File: config.mk
export PLATFORM = sky130hd
export DESIGN_NAME = mips_mem_arbiter_flat
export DESIGN_NICKNAME = d
export VERILOG_FILES = /design/src/rtl/mips_mem_pkg.sv /design/src/rtl/mips_mem_arbiter_if.sv /design/src/rtl/mem_arb_pick.sv /design/src/rtl/mips_mem_arbiter.sv /design/src/flat_wrapper.sv
export SDC_FILE = /design/constraint.sdc
export NUM_CORES = 1
export LEC_CHECK = 0
export ABC_AREA = 1
export ABC_CLOCK_PERIOD_IN_PS = 4050
export BUFFER_PORTS_ARGS = -buffer_cell sky130_fd_sc_hd__buf_2
export CAP_MARGIN = 15
export CELL_PAD_IN_SITES_DETAIL_PLACEMENT = 1
export CELL_PAD_IN_SITES_GLOBAL_PLACEMENT = 2
export CORE_MARGIN = 4
export CORE_UTILIZATION = 26
export CTS_BUF_LIST = sky130_fd_sc_hd__clkbuf_16
export CTS_CLUSTER_DIAMETER = 120
export DETAILED_ROUTE_END_ITERATION = 16
export GPL_TIMING_DRIVEN = 1
export PLACE_DENSITY = 0.83
export SYNTH_ARGS = -nofsm -noshare
export SYNTH_HDL_FRONTEND = slang
export SYNTH_SLANG_ARGS = --single-unit
export TNS_END_PERCENT = 10
File: constraint.sdc
create_clock -name clk -period 4.05 [get_ports clk]
set_clock_uncertainty 0.2 [all_clocks]
set_input_delay 0.2025 -clock clk [delete_from_list [all_inputs] [get_ports clk]]
set_output_delay 0.2025 -clock clk [all_outputs]
set_load 0.05 [all_outputs]
File: src/rtl/mips_mem_pkg.sv
// Shared types for the MIPS32 IF/MEM memory arbiter: FSM states, owner tags, default widths.
package mips_mem_pkg;

  localparam int DEF_AW = 32;
  localparam int DEF_DW = 32;

  typedef enum logic [1:0] {
    ST_IDLE,
    ST_ISSUE,
    ST_WAIT,
    ST_RESP
  } state_t;

  typedef enum logic {
    OWN_IF,
    OWN_D
  } owner_t;

endpackage

File: src/rtl/mips_mem_arbiter_if.sv
// Bus between the datapath/memory side (master) and the memory arbiter (slave).
interface mips_mem_arbiter_if #(
  parameter int AW = 32,
  parameter int DW = 32
) ();

  logic          if_req;
  logic [AW-1:0] if_addr;
  logic          if_gnt;
  logic          if_rvalid;
  logic [DW-1:0] if_rdata;

  logic          d_req;
  logic          d_we;
  logic [AW-1:0] d_addr;
  logic [DW-1:0] d_wdata;
  logic          d_gnt;
  logic          d_rvalid;
  logic [DW-1:0] d_rdata;

  logic          mem_en;
  logic          mem_we;
  logic [AW-1:0] mem_addr;
  logic [DW-1:0] mem_wdata;
  logic [DW-1:0] mem_rdata;

  logic          busy;

  modport master (
    output if_req, if_addr, d_req, d_we, d_addr, d_wdata, mem_rdata,
    input  if_gnt, if_rvalid, if_rdata, d_gnt, d_rvalid, d_rdata,
    input  mem_en, mem_we, mem_addr, mem_wdata, busy
  );

  modport slave (
    input  if_req, if_addr, d_req, d_we, d_addr, d_wdata, mem_rdata,
    output if_gnt, if_rvalid, if_rdata, d_gnt, d_rvalid, d_rdata,
    output mem_en, mem_we, mem_addr, mem_wdata, busy
  );

endinterface

File: src/rtl/mem_arb_pick.sv
// Winner selection between fetch and data requests, with a starvation counter
// that forces a fetch grant after STARVE_MAX consecutive data grants.
module mem_arb_pick
  import mips_mem_pkg::*;
#(
  parameter int STARVE_MAX = 4
) (
  input  logic   clk,
  input  logic   rst,
  input  logic   if_req,
  input  logic   d_req,
  input  logic   arb_en,
  input  logic   gnt_fire,
  output logic   win_valid,
  output owner_t win_owner
);

  localparam int CW = $clog2(STARVE_MAX + 1);

  logic [CW-1:0] starve_cnt;
  logic          starved;

  always_comb begin
    starved   = if_req && (starve_cnt == CW'(STARVE_MAX));
    win_valid = arb_en && (if_req || d_req);
    win_owner = (d_req && !starved) ? OWN_D : OWN_IF;
  end

  // Only arbitration cycles touch the counter; an idle fetch port wipes it.
  always_ff @(posedge clk) begin
    if (rst) begin
      starve_cnt <= '0;
    end else if (arb_en) begin
      if (!if_req) begin
        starve_cnt <= '0;
      end else if (gnt_fire && win_owner == OWN_IF) begin
        starve_cnt <= '0;
      end else if (gnt_fire && starve_cnt < CW'(STARVE_MAX)) begin
        starve_cnt <= starve_cnt + 1'b1;
      end
    end
  end

endmodule

File: src/rtl/mips_mem_arbiter.sv
// Single-port memory arbiter for MIPS32 fetch and load/store ports, one access in flight.
// Optional statistics counters are enabled with `define MIPS_MEM_ARB_STATS_EN.
module mips_mem_arbiter
  import mips_mem_pkg::*;
#(
  parameter int AW         = DEF_AW,
  parameter int DW         = DEF_DW,
  parameter int MEM_LAT    = 1,
  parameter int STARVE_MAX = 4
) (
  input logic clk,
  input logic rst,
  mips_mem_arbiter_if.slave bus
`ifdef MIPS_MEM_ARB_STATS_EN
  ,
  output logic [31:0] stat_if_grants,
  output logic [31:0] stat_d_grants,
  output logic [31:0] stat_wait_cycles
`endif
);

  localparam int LW = $clog2(MEM_LAT + 1);

  state_t        state, state_n;
  owner_t        owner, owner_n;
  logic          we_q, we_n;
  logic [LW-1:0] lat_cnt, lat_n;

  logic          arb_en, win_valid;
  owner_t        win_owner;

  logic          if_gnt_n, d_gnt_n, if_rvalid_n, d_rvalid_n;
  logic          mem_en_n, mem_we_n, busy_n;
  logic [AW-1:0] mem_addr_n;
  logic [DW-1:0] mem_wdata_n, if_rdata_n, d_rdata_n;

  assign arb_en = (state == ST_IDLE) || (state == ST_RESP);

  mem_arb_pick #(.STARVE_MAX(STARVE_MAX)) u_pick (
    .clk       (clk),
    .rst       (rst),
    .if_req    (bus.if_req),
    .d_req     (bus.d_req),
    .arb_en    (arb_en),
    .gnt_fire  (win_valid),
    .win_valid (win_valid),
    .win_owner (win_owner)
  );

  // Next state plus next value of every registered output.
  always_comb begin
    state_n     = state;
    owner_n     = owner;
    we_n        = we_q;
    lat_n       = lat_cnt;
    if_gnt_n    = 1'b0;
    d_gnt_n     = 1'b0;
    if_rvalid_n = 1'b0;
    d_rvalid_n  = 1'b0;
    mem_en_n    = 1'b0;
    mem_we_n    = 1'b0;
    mem_addr_n  = bus.mem_addr;
    mem_wdata_n = bus.mem_wdata;
    if_rdata_n  = bus.if_rdata;
    d_rdata_n   = bus.d_rdata;
    case (state)
      ST_IDLE, ST_RESP: begin
        if (win_valid) begin
          state_n  = ST_ISSUE;
          owner_n  = win_owner;
          mem_en_n = 1'b1;
          if (win_owner == OWN_D) begin
            d_gnt_n     = 1'b1;
            we_n        = bus.d_we;
            mem_we_n    = bus.d_we;
            mem_addr_n  = bus.d_addr;
            mem_wdata_n = bus.d_wdata;
          end else begin
            if_gnt_n   = 1'b1;
            we_n       = 1'b0;
            mem_addr_n = bus.if_addr;
          end
        end else begin
          state_n = ST_IDLE;
        end
      end
      ST_ISSUE: begin
        state_n = ST_WAIT;
        lat_n   = LW'(1);
      end
      ST_WAIT: begin
        if (lat_cnt == LW'(MEM_LAT)) begin
          state_n = ST_RESP;
          if (owner == OWN_IF) begin
            if_rvalid_n = 1'b1;
            if_rdata_n  = bus.mem_rdata;
          end else begin
            d_rvalid_n = 1'b1;
            if (!we_q) d_rdata_n = bus.mem_rdata;
          end
        end else begin
          lat_n = lat_cnt + 1'b1;
        end
      end
      default: state_n = ST_IDLE;
    endcase
    busy_n = (state_n != ST_IDLE);
  end

  always_ff @(posedge clk) begin
    if (rst) begin
      state         <= ST_IDLE;
      owner         <= OWN_IF;
      we_q          <= 1'b0;
      lat_cnt       <= '0;
      bus.if_gnt    <= 1'b0;
      bus.d_gnt     <= 1'b0;
      bus.if_rvalid <= 1'b0;
      bus.d_rvalid  <= 1'b0;
      bus.if_rdata  <= '0;
      bus.d_rdata   <= '0;
      bus.mem_en    <= 1'b0;
      bus.mem_we    <= 1'b0;
      bus.mem_addr  <= '0;
      bus.mem_wdata <= '0;
      bus.busy      <= 1'b0;
    end else begin
      state         <= state_n;
      owner         <= owner_n;
      we_q          <= we_n;
      lat_cnt       <= lat_n;
      bus.if_gnt    <= if_gnt_n;
      bus.d_gnt     <= d_gnt_n;
      bus.if_rvalid <= if_rvalid_n;
      bus.d_rvalid  <= d_rvalid_n;
      bus.if_rdata  <= if_rdata_n;
      bus.d_rdata   <= d_rdata_n;
      bus.mem_en    <= mem_en_n;
      bus.mem_we    <= mem_we_n;
      bus.mem_addr  <= mem_addr_n;
      bus.mem_wdata <= mem_wdata_n;
      bus.busy      <= busy_n;
    end
  end

`ifdef MIPS_MEM_ARB_STATS_EN
  // A waiting cycle is any cycle with a request up and no grant pulse.
  always_ff @(posedge clk) begin
    if (rst) begin
      stat_if_grants   <= '0;
      stat_d_grants    <= '0;
      stat_wait_cycles <= '0;
    end else begin
      if (bus.if_gnt) stat_if_grants <= stat_if_grants + 1'b1;
      if (bus.d_gnt)  stat_d_grants  <= stat_d_grants + 1'b1;
      if ((bus.if_req || bus.d_req) && !bus.if_gnt && !bus.d_gnt)
        stat_wait_cycles <= stat_wait_cycles + 1'b1;
    end
  end
`endif

endmodule

File: src/flat_wrapper.sv
// flat-port wrapper written by rule: the top's interface ports become plain ports
module mips_mem_arbiter_flat import mips_mem_pkg::*;
#(
  parameter int AW         = DEF_AW,
  parameter int DW         = DEF_DW,
  parameter int MEM_LAT    = 1,
  parameter int STARVE_MAX = 4
)
  (clk, rst, bus_if_req, bus_if_addr, bus_d_req, bus_d_we, bus_d_addr, bus_d_wdata, bus_mem_rdata, bus_if_gnt, bus_if_rvalid, bus_if_rdata, bus_d_gnt, bus_d_rvalid, bus_d_rdata, bus_mem_en, bus_mem_we, bus_mem_addr, bus_mem_wdata, bus_busy);
  mips_mem_arbiter_if #(.AW(AW), .DW(DW)) bus_i ();
  input logic clk;
  input logic rst;
  input wire logic [$bits(bus_i.if_req)-1:0] bus_if_req;
  input wire logic [$bits(bus_i.if_addr)-1:0] bus_if_addr;
  input wire logic [$bits(bus_i.d_req)-1:0] bus_d_req;
  input wire logic [$bits(bus_i.d_we)-1:0] bus_d_we;
  input wire logic [$bits(bus_i.d_addr)-1:0] bus_d_addr;
  input wire logic [$bits(bus_i.d_wdata)-1:0] bus_d_wdata;
  input wire logic [$bits(bus_i.mem_rdata)-1:0] bus_mem_rdata;
  output wire logic [$bits(bus_i.if_gnt)-1:0] bus_if_gnt;
  output wire logic [$bits(bus_i.if_rvalid)-1:0] bus_if_rvalid;
  output wire logic [$bits(bus_i.if_rdata)-1:0] bus_if_rdata;
  output wire logic [$bits(bus_i.d_gnt)-1:0] bus_d_gnt;
  output wire logic [$bits(bus_i.d_rvalid)-1:0] bus_d_rvalid;
  output wire logic [$bits(bus_i.d_rdata)-1:0] bus_d_rdata;
  output wire logic [$bits(bus_i.mem_en)-1:0] bus_mem_en;
  output wire logic [$bits(bus_i.mem_we)-1:0] bus_mem_we;
  output wire logic [$bits(bus_i.mem_addr)-1:0] bus_mem_addr;
  output wire logic [$bits(bus_i.mem_wdata)-1:0] bus_mem_wdata;
  output wire logic [$bits(bus_i.busy)-1:0] bus_busy;
  assign bus_i.if_req = bus_if_req;
  assign bus_i.if_addr = bus_if_addr;
  assign bus_i.d_req = bus_d_req;
  assign bus_i.d_we = bus_d_we;
  assign bus_i.d_addr = bus_d_addr;
  assign bus_i.d_wdata = bus_d_wdata;
  assign bus_i.mem_rdata = bus_mem_rdata;
  assign bus_if_gnt = bus_i.if_gnt;
  assign bus_if_rvalid = bus_i.if_rvalid;
  assign bus_if_rdata = bus_i.if_rdata;
  assign bus_d_gnt = bus_i.d_gnt;
  assign bus_d_rvalid = bus_i.d_rvalid;
  assign bus_d_rdata = bus_i.d_rdata;
  assign bus_mem_en = bus_i.mem_en;
  assign bus_mem_we = bus_i.mem_we;
  assign bus_mem_addr = bus_i.mem_addr;
  assign bus_mem_wdata = bus_i.mem_wdata;
  assign bus_busy = bus_i.busy;
  mips_mem_arbiter #(.AW(AW), .DW(DW), .MEM_LAT(MEM_LAT), .STARVE_MAX(STARVE_MAX)) u_core (.clk(clk), .rst(rst), .bus(bus_i));
endmodule
; ---- Word-level counts from Yosys, hierarchy flattened
; Cells that the tools add are included.
[op_classes]
addsub = 2
order_cmp = 1
eq_ne = 5
n_mux = 16
bitwise_logic = 7
reduce_logical = 20
[op_table]
columns = operator, n
row1 = 32-bit 2-to-1 mux, 1
row2 = 1-bit 2-to-1 mux, 9
row3 = 3-bit 2-to-1 mux, 3
row4 = 1-bit NOT, 7
row5 = 2-bit one-hot mux with 3 select lines, 1
row6 = 3-bit AND reduction, 2
row7 = 3-bit OR reduction, 2
row8 = 1-bit logical AND, 5
row9 = "2-bit == test, second input constant", 2
row10 = 2-bit AND reduction, 2
row11 = 4-bit AND reduction, 1
row12 = 2-bit nonzero test, 2
row13 = 2-bit OR reduction, 2
row14 = "3-bit by 1-bit adder with 3-bit output, second input constant", 1
row15 = "3-bit == test, second input constant", 1
row16 = "3-bit < comparator, second input constant", 1
row17 = "3-bit by 1-bit inequality test with 1-bit output, second input constant", 1
row18 = "2-bit by 1-bit == test with 1-bit output, second input constant", 1
row19 = 2-bit logical NOT, 1
row20 = 1-bit logical OR, 2
row21 = 2-bit 2-to-1 mux, 1
row22 = 1-bit one-hot mux with 2 select lines, 1
row23 = "1-bit adder, second input constant", 1
row24 = 1-bit logical NOT, 1
[totals]
regBits = 143
input_bits = 133
output_inout_bits = 135
wordCells = 67

; ---- Logic depth before layout (Yosys ltp)
[logic_depth]
word_depth = 9
ltp_mapped = 11

; ---- Cells and area by module
; Synthesis repeated with hierarchy kept, for this count alone.
[unflattened]
hier_cells = 901
area_unflattened_um2 = 6027.0
[by_module_without_submodules]
columns = mod, n_inst, cells_per_inst, area_each_um2
row1 = mips_mem_arbiter, 1, 866, 5794.3
row2 = mem_arb_pick, 1, 35, 232.7

; ---- Least setup slack after synthesis
; No wires, ideal clock.
[synth_timing]
kind = reg-to-reg
from = register u_core.state[0]
to = register u_core.bus.mem_addr[10]
setup_time_ns = 0.056
arrival_ns = 1.445
t_required_ns = 3.794
path_slack_ns = 2.349
stages_incl_launch_ff = 12
synth_period_minus_slack_ns = 1.701
path_cell_list = dfxtp_1 > inv_1 > ha_1 > inv_2 > nor2_2 > nand2_4 > inv_6 > buf_12 > nand2_2 > nand3_1 > nand2_1 > inv_1
[synth_via]
elab_chain_cells = 4
[synth_rtl]
columns = item, line_no
row1 = start: declaration, mips_mem_arbiter.sv:24  ; state_t state, state_n;
row2 = start signal: assignment, mips_mem_arbiter.sv:128  ; state <= state_n;
row3 = 2-bit == test or 2-bit logical NOT (tied branches), "mips_mem_arbiter.sv:37, mips_mem_arbiter.sv:66"
row4 = 1-bit logical OR, mips_mem_arbiter.sv:37  ; assign arb_en = (state == ST_IDLE) || (state == ST_RESP);
row5 = 1-bit logical AND, mem_arb_pick.sv:25  ; win_valid = arb_en && (if_req || d_req);
row6 = 2-bit AND reduction (no line) *, --
row7 = end signal: assignment, mips_mem_arbiter.sv:140  ; bus.mem_addr <= mem_addr_n;
row8 = end: declaration, mips_mem_arbiter_if.sv:38  ; output mem_en, mem_we, mem_addr, mem_wdata, busy
; Every way passes the cells marked *; elsewhere a longest branch is shown, timed or not.
; A chain may end at the register's enable or synchronous reset.

; ---- Worst setup path after layout
[layout_timing]
from = register u_core.state[0]
to = register u_core.bus.mem_addr[3]
; Same word-level chain as after synthesis.

==> qor.csv <==
stage;metric;value;unit
routing;first_pass_iters;4;
clock_network;cts.clk_slew.worst_paths;0.06;ns
yosys;synthFlopType;dfxtp_1;
placement;io_buffers;267;
critical_path;critPathCaptureType;flip-flop;
clock_network;clockBufferDepth;2;
critical_path;critPathKind;flip-flop to flip-flop;
critical_path;cp.required;4.20;ns
sta;slew_violations;0;
routing;vias_per_cell;4.38;
floorplan;die_h;153;µm
sta;fmax;358;MHz
final_layout;diodes;0;
sta;finalCritPeriodShare;69.0;%
critical_path;worstReg2RegEnd;u_core.bus.mem_addr[3];
routing;vias;6139;
routing;drtAntennaViolNets;0;
sta;rsz0062_at_grt;false;
floorplan;die_x;153;µm
routing;drc;0;
routing;drtIter0Drc;220;
clock_network;cts_tree;yes;
global_route;grt_pass1_vias;6347;
final_layout;regArea;2860;µm²
yosys;synth_seq_cells;143;
sta;maxSlewHeadroom;47.5;%
clock_network;cts.sinks;143;
critical_path;r2r_cells;10;
sta;worst_slew_pin_slew;0.787;ns
yosys;synth_area_per_cell;7.45;µm²
power_and_ir_drop;total_power;3.97;mW
yosys;yosysSeqAreaShare;52.0;%
global_route;grt_pass1_wl;33900;µm
power_and_ir_drop;powerDensity;443;nW/µm²
routing;wl;21100;µm
global_route;grt-ovfl-total;0;
placement;dpl.hpwl;13300;µm
routing;wl_per_cell;15.1;µm
critical_path;r2r_slack;1.26;ns
final_layout;syn2layout_area_growth;62.9;%
floorplan;coreArea;20500;µm²
global_route;grt_max_degree;80;
yosys;syn-cell-area;5500;µm²
clock_network;numCtsBuffers;17;
worst_hold_path;min_from;u_core.bus.d_rdata[17];
worst_hold_path;hold_end;u_core.bus.d_rdata[17];
clock_network;htreeDepth;4;
power_and_ir_drop;p_leak;4.68;nW
floorplan;row_count;52;
yosys;synthArstFlopShare;0;%
final_layout;multiInputGateArea;2190;µm²
floorplan;pin_count;268;
yosys;yosysUniqueCellTypes;25;
critical_path;path_max_fanout;64;
yosys;ys_warn_count;0;
clock_network;clock_latency;0.40;ns
worst_hold_path;whs_path_depth;2;
floorplan;dieArea;23600;µm²
critical_path;crit_arrival;2.94;ns
floorplan;start_util;26.8;%
job;max_cap_viol_count;0;
yosys;syn_nets;875;
worst_hold_path;min_path_type;flip-flop to flip-flop;
placement;gp_congestion;0.750;
sta;fin_tns_setup;0;ns
placement;place_inst;1236;
sta;setup_violations;0;
sta;hold_viol;0;
yosys;synthCells;738;
final_layout;nets;1257;
run_status;status;finished, final reports clean;
critical_path;r2r-start;u_core.state[0];
critical_path;critPathLaunchType;flip-flop;
sta;min_period;2.79;ns
clock_network;cts-root-buf;clkbuf_16;
power_and_ir_drop;max-vdd-ir-drop;0.279;mV
final_layout;final_common_cell;buf_2;
final_layout;final_cell_mix;267 x buf_2, 204 x nor2_1, 143 x dfxtp_1, 133 x dlygate4sd3_1, 122 x nand2_1;
yosys;synth_edf_count;0;
final_layout;fillers;2548;
global_route;antenna_found_initial;0;
clock_network;cts_resized;0;
global_route;grt.total_usage;17.5;%
final_layout;drive_gt1_share;29.4;%
final_layout;final_cells;1403;
## cell type report
class / count / share of cell area [%]
Clock buffer: 17 / 4.75
Clock inverter: 15 / 1.98
Inverter: 51 / 2.21
Multi-Input combinational cell: 501 / 24.5
Sequential cell: 143 / 31.9
Tap cell: 270 / 3.77
Timing Repair Buffer: 406 / 30.9
## cells in the mapped netlist, types with 3 or more instances
library cell | instances | area share (%)
inv_2 | 3 | 0.20
a21oi_1 | 3 | 0.27
inv_1 | 47 | 3.2
nand2_2 | 22 | 2.5
dfxtp_1 | 143 | 52
nand3_1 | 38 | 3.5
o21ai_1 | 32 | 2.9
nand2_1 | 122 | 8.3
ha_1 | 4 | 0.91
o21ai_0 | 65 | 5.9
nor2_1 | 205 | 14
buf_6 | 5 | 1.0
buf_2 | 15 | 1.4
clkbuf_1 | 21 | 1.4
## routing by layer
layer  track usage (%)  wire length (µm)  part of all wire (%)
met3              4.86              1200                   5.7
met5                 0                 0                     0
met2              30.9             10500                    50
met4              5.76               551                   2.6
met1              20.6              8910                    42
## critical path: stages, from the launching register on
cell,delay (ns)
dfxtp_1,0.33
inv_1,0.06
ha_1,0.35
inv_2,0.10
nor2_4,0.12
buf_4,0.58
nand2_1,0.10
nand3_1,0.12
dlygate4sd3_1,0.57
nand2_1,0.07
inv_1,0.10
## stage by stage
step	setup WS, ns	instance area, µm²	utilization, %	hold WS [ns]
after floorplan	2.35	5500	-	0.137
after global routing	1.06	8960	43.7	0.310
after detailed placement	1.53	6970	34.0	0.231
after CTS	1.25	8910	43.5	0.279
final	1.26	8960	43.7	0.274
after global placement	1.66	6970	34.0	0.225
## where the power goes
group | leakage (nW) | internal (mW) | switching, mW
logic | 3.21 | 0.297 | 0.525
clock network | 0.302 | 1.02 | 0.605
registers | 1.17 | 1.48 | 0.0380
## state kept, by name (all words and copies together), names as in the netlist, 2 cells and up
| register | cells |
|---|---|
| u_core.state | 2 |
| u_core.bus.mem_addr | 32 |
| u_core.u_pick.starve_cnt | 3 |
| u_core.bus.if_rdata | 32 |
| u_core.bus.d_rdata | 32 |
| u_core.bus.mem_wdata | 32 |
## worst max path at each step
stage	to	slack, ns	startpoint	cells after the start
2_1_floorplan	u_core.bus.mem_addr[10]	2.35	u_core.state[0]	11
3_3_place_gp	u_core.bus.d_rdata[5]	1.66	u_core.state[0]	9
3_5_place_dp	u_core.bus.d_rdata[18]	1.53	u_core.state[0]	9
4_1_cts	u_core.bus.mem_addr[16]	1.25	u_core.u_pick.starve_cnt[0]	11
5_1_grt	u_core.bus.mem_addr[3]	1.06	u_core.state[0]	10
6_report	u_core.bus.mem_addr[3]	1.26	u_core.state[0]	10
## cells by family (layout without fill, tap and decap cells)
group | count (synthesis) | after routing | share of synthesized area, %
simple gates | 392 | 392 | 29.1
compound gates | 104 | 104 | 9.69
xor+xnor | 1 | 1 | 0.159
fa+ha+maj | 4 | 4 | 0.910
flops | 143 | 143 | 52.0
buf+inv | 94 | 489 | 8.12
## repair_timing
item | 4_1_cts | 5_1_grt
endpoints found under the hold margin | 140 | 0
hold buffers | 133 | 0
buffers inserted | 0 | 0
No activity file was read; power rests on OpenSTA's default activity.
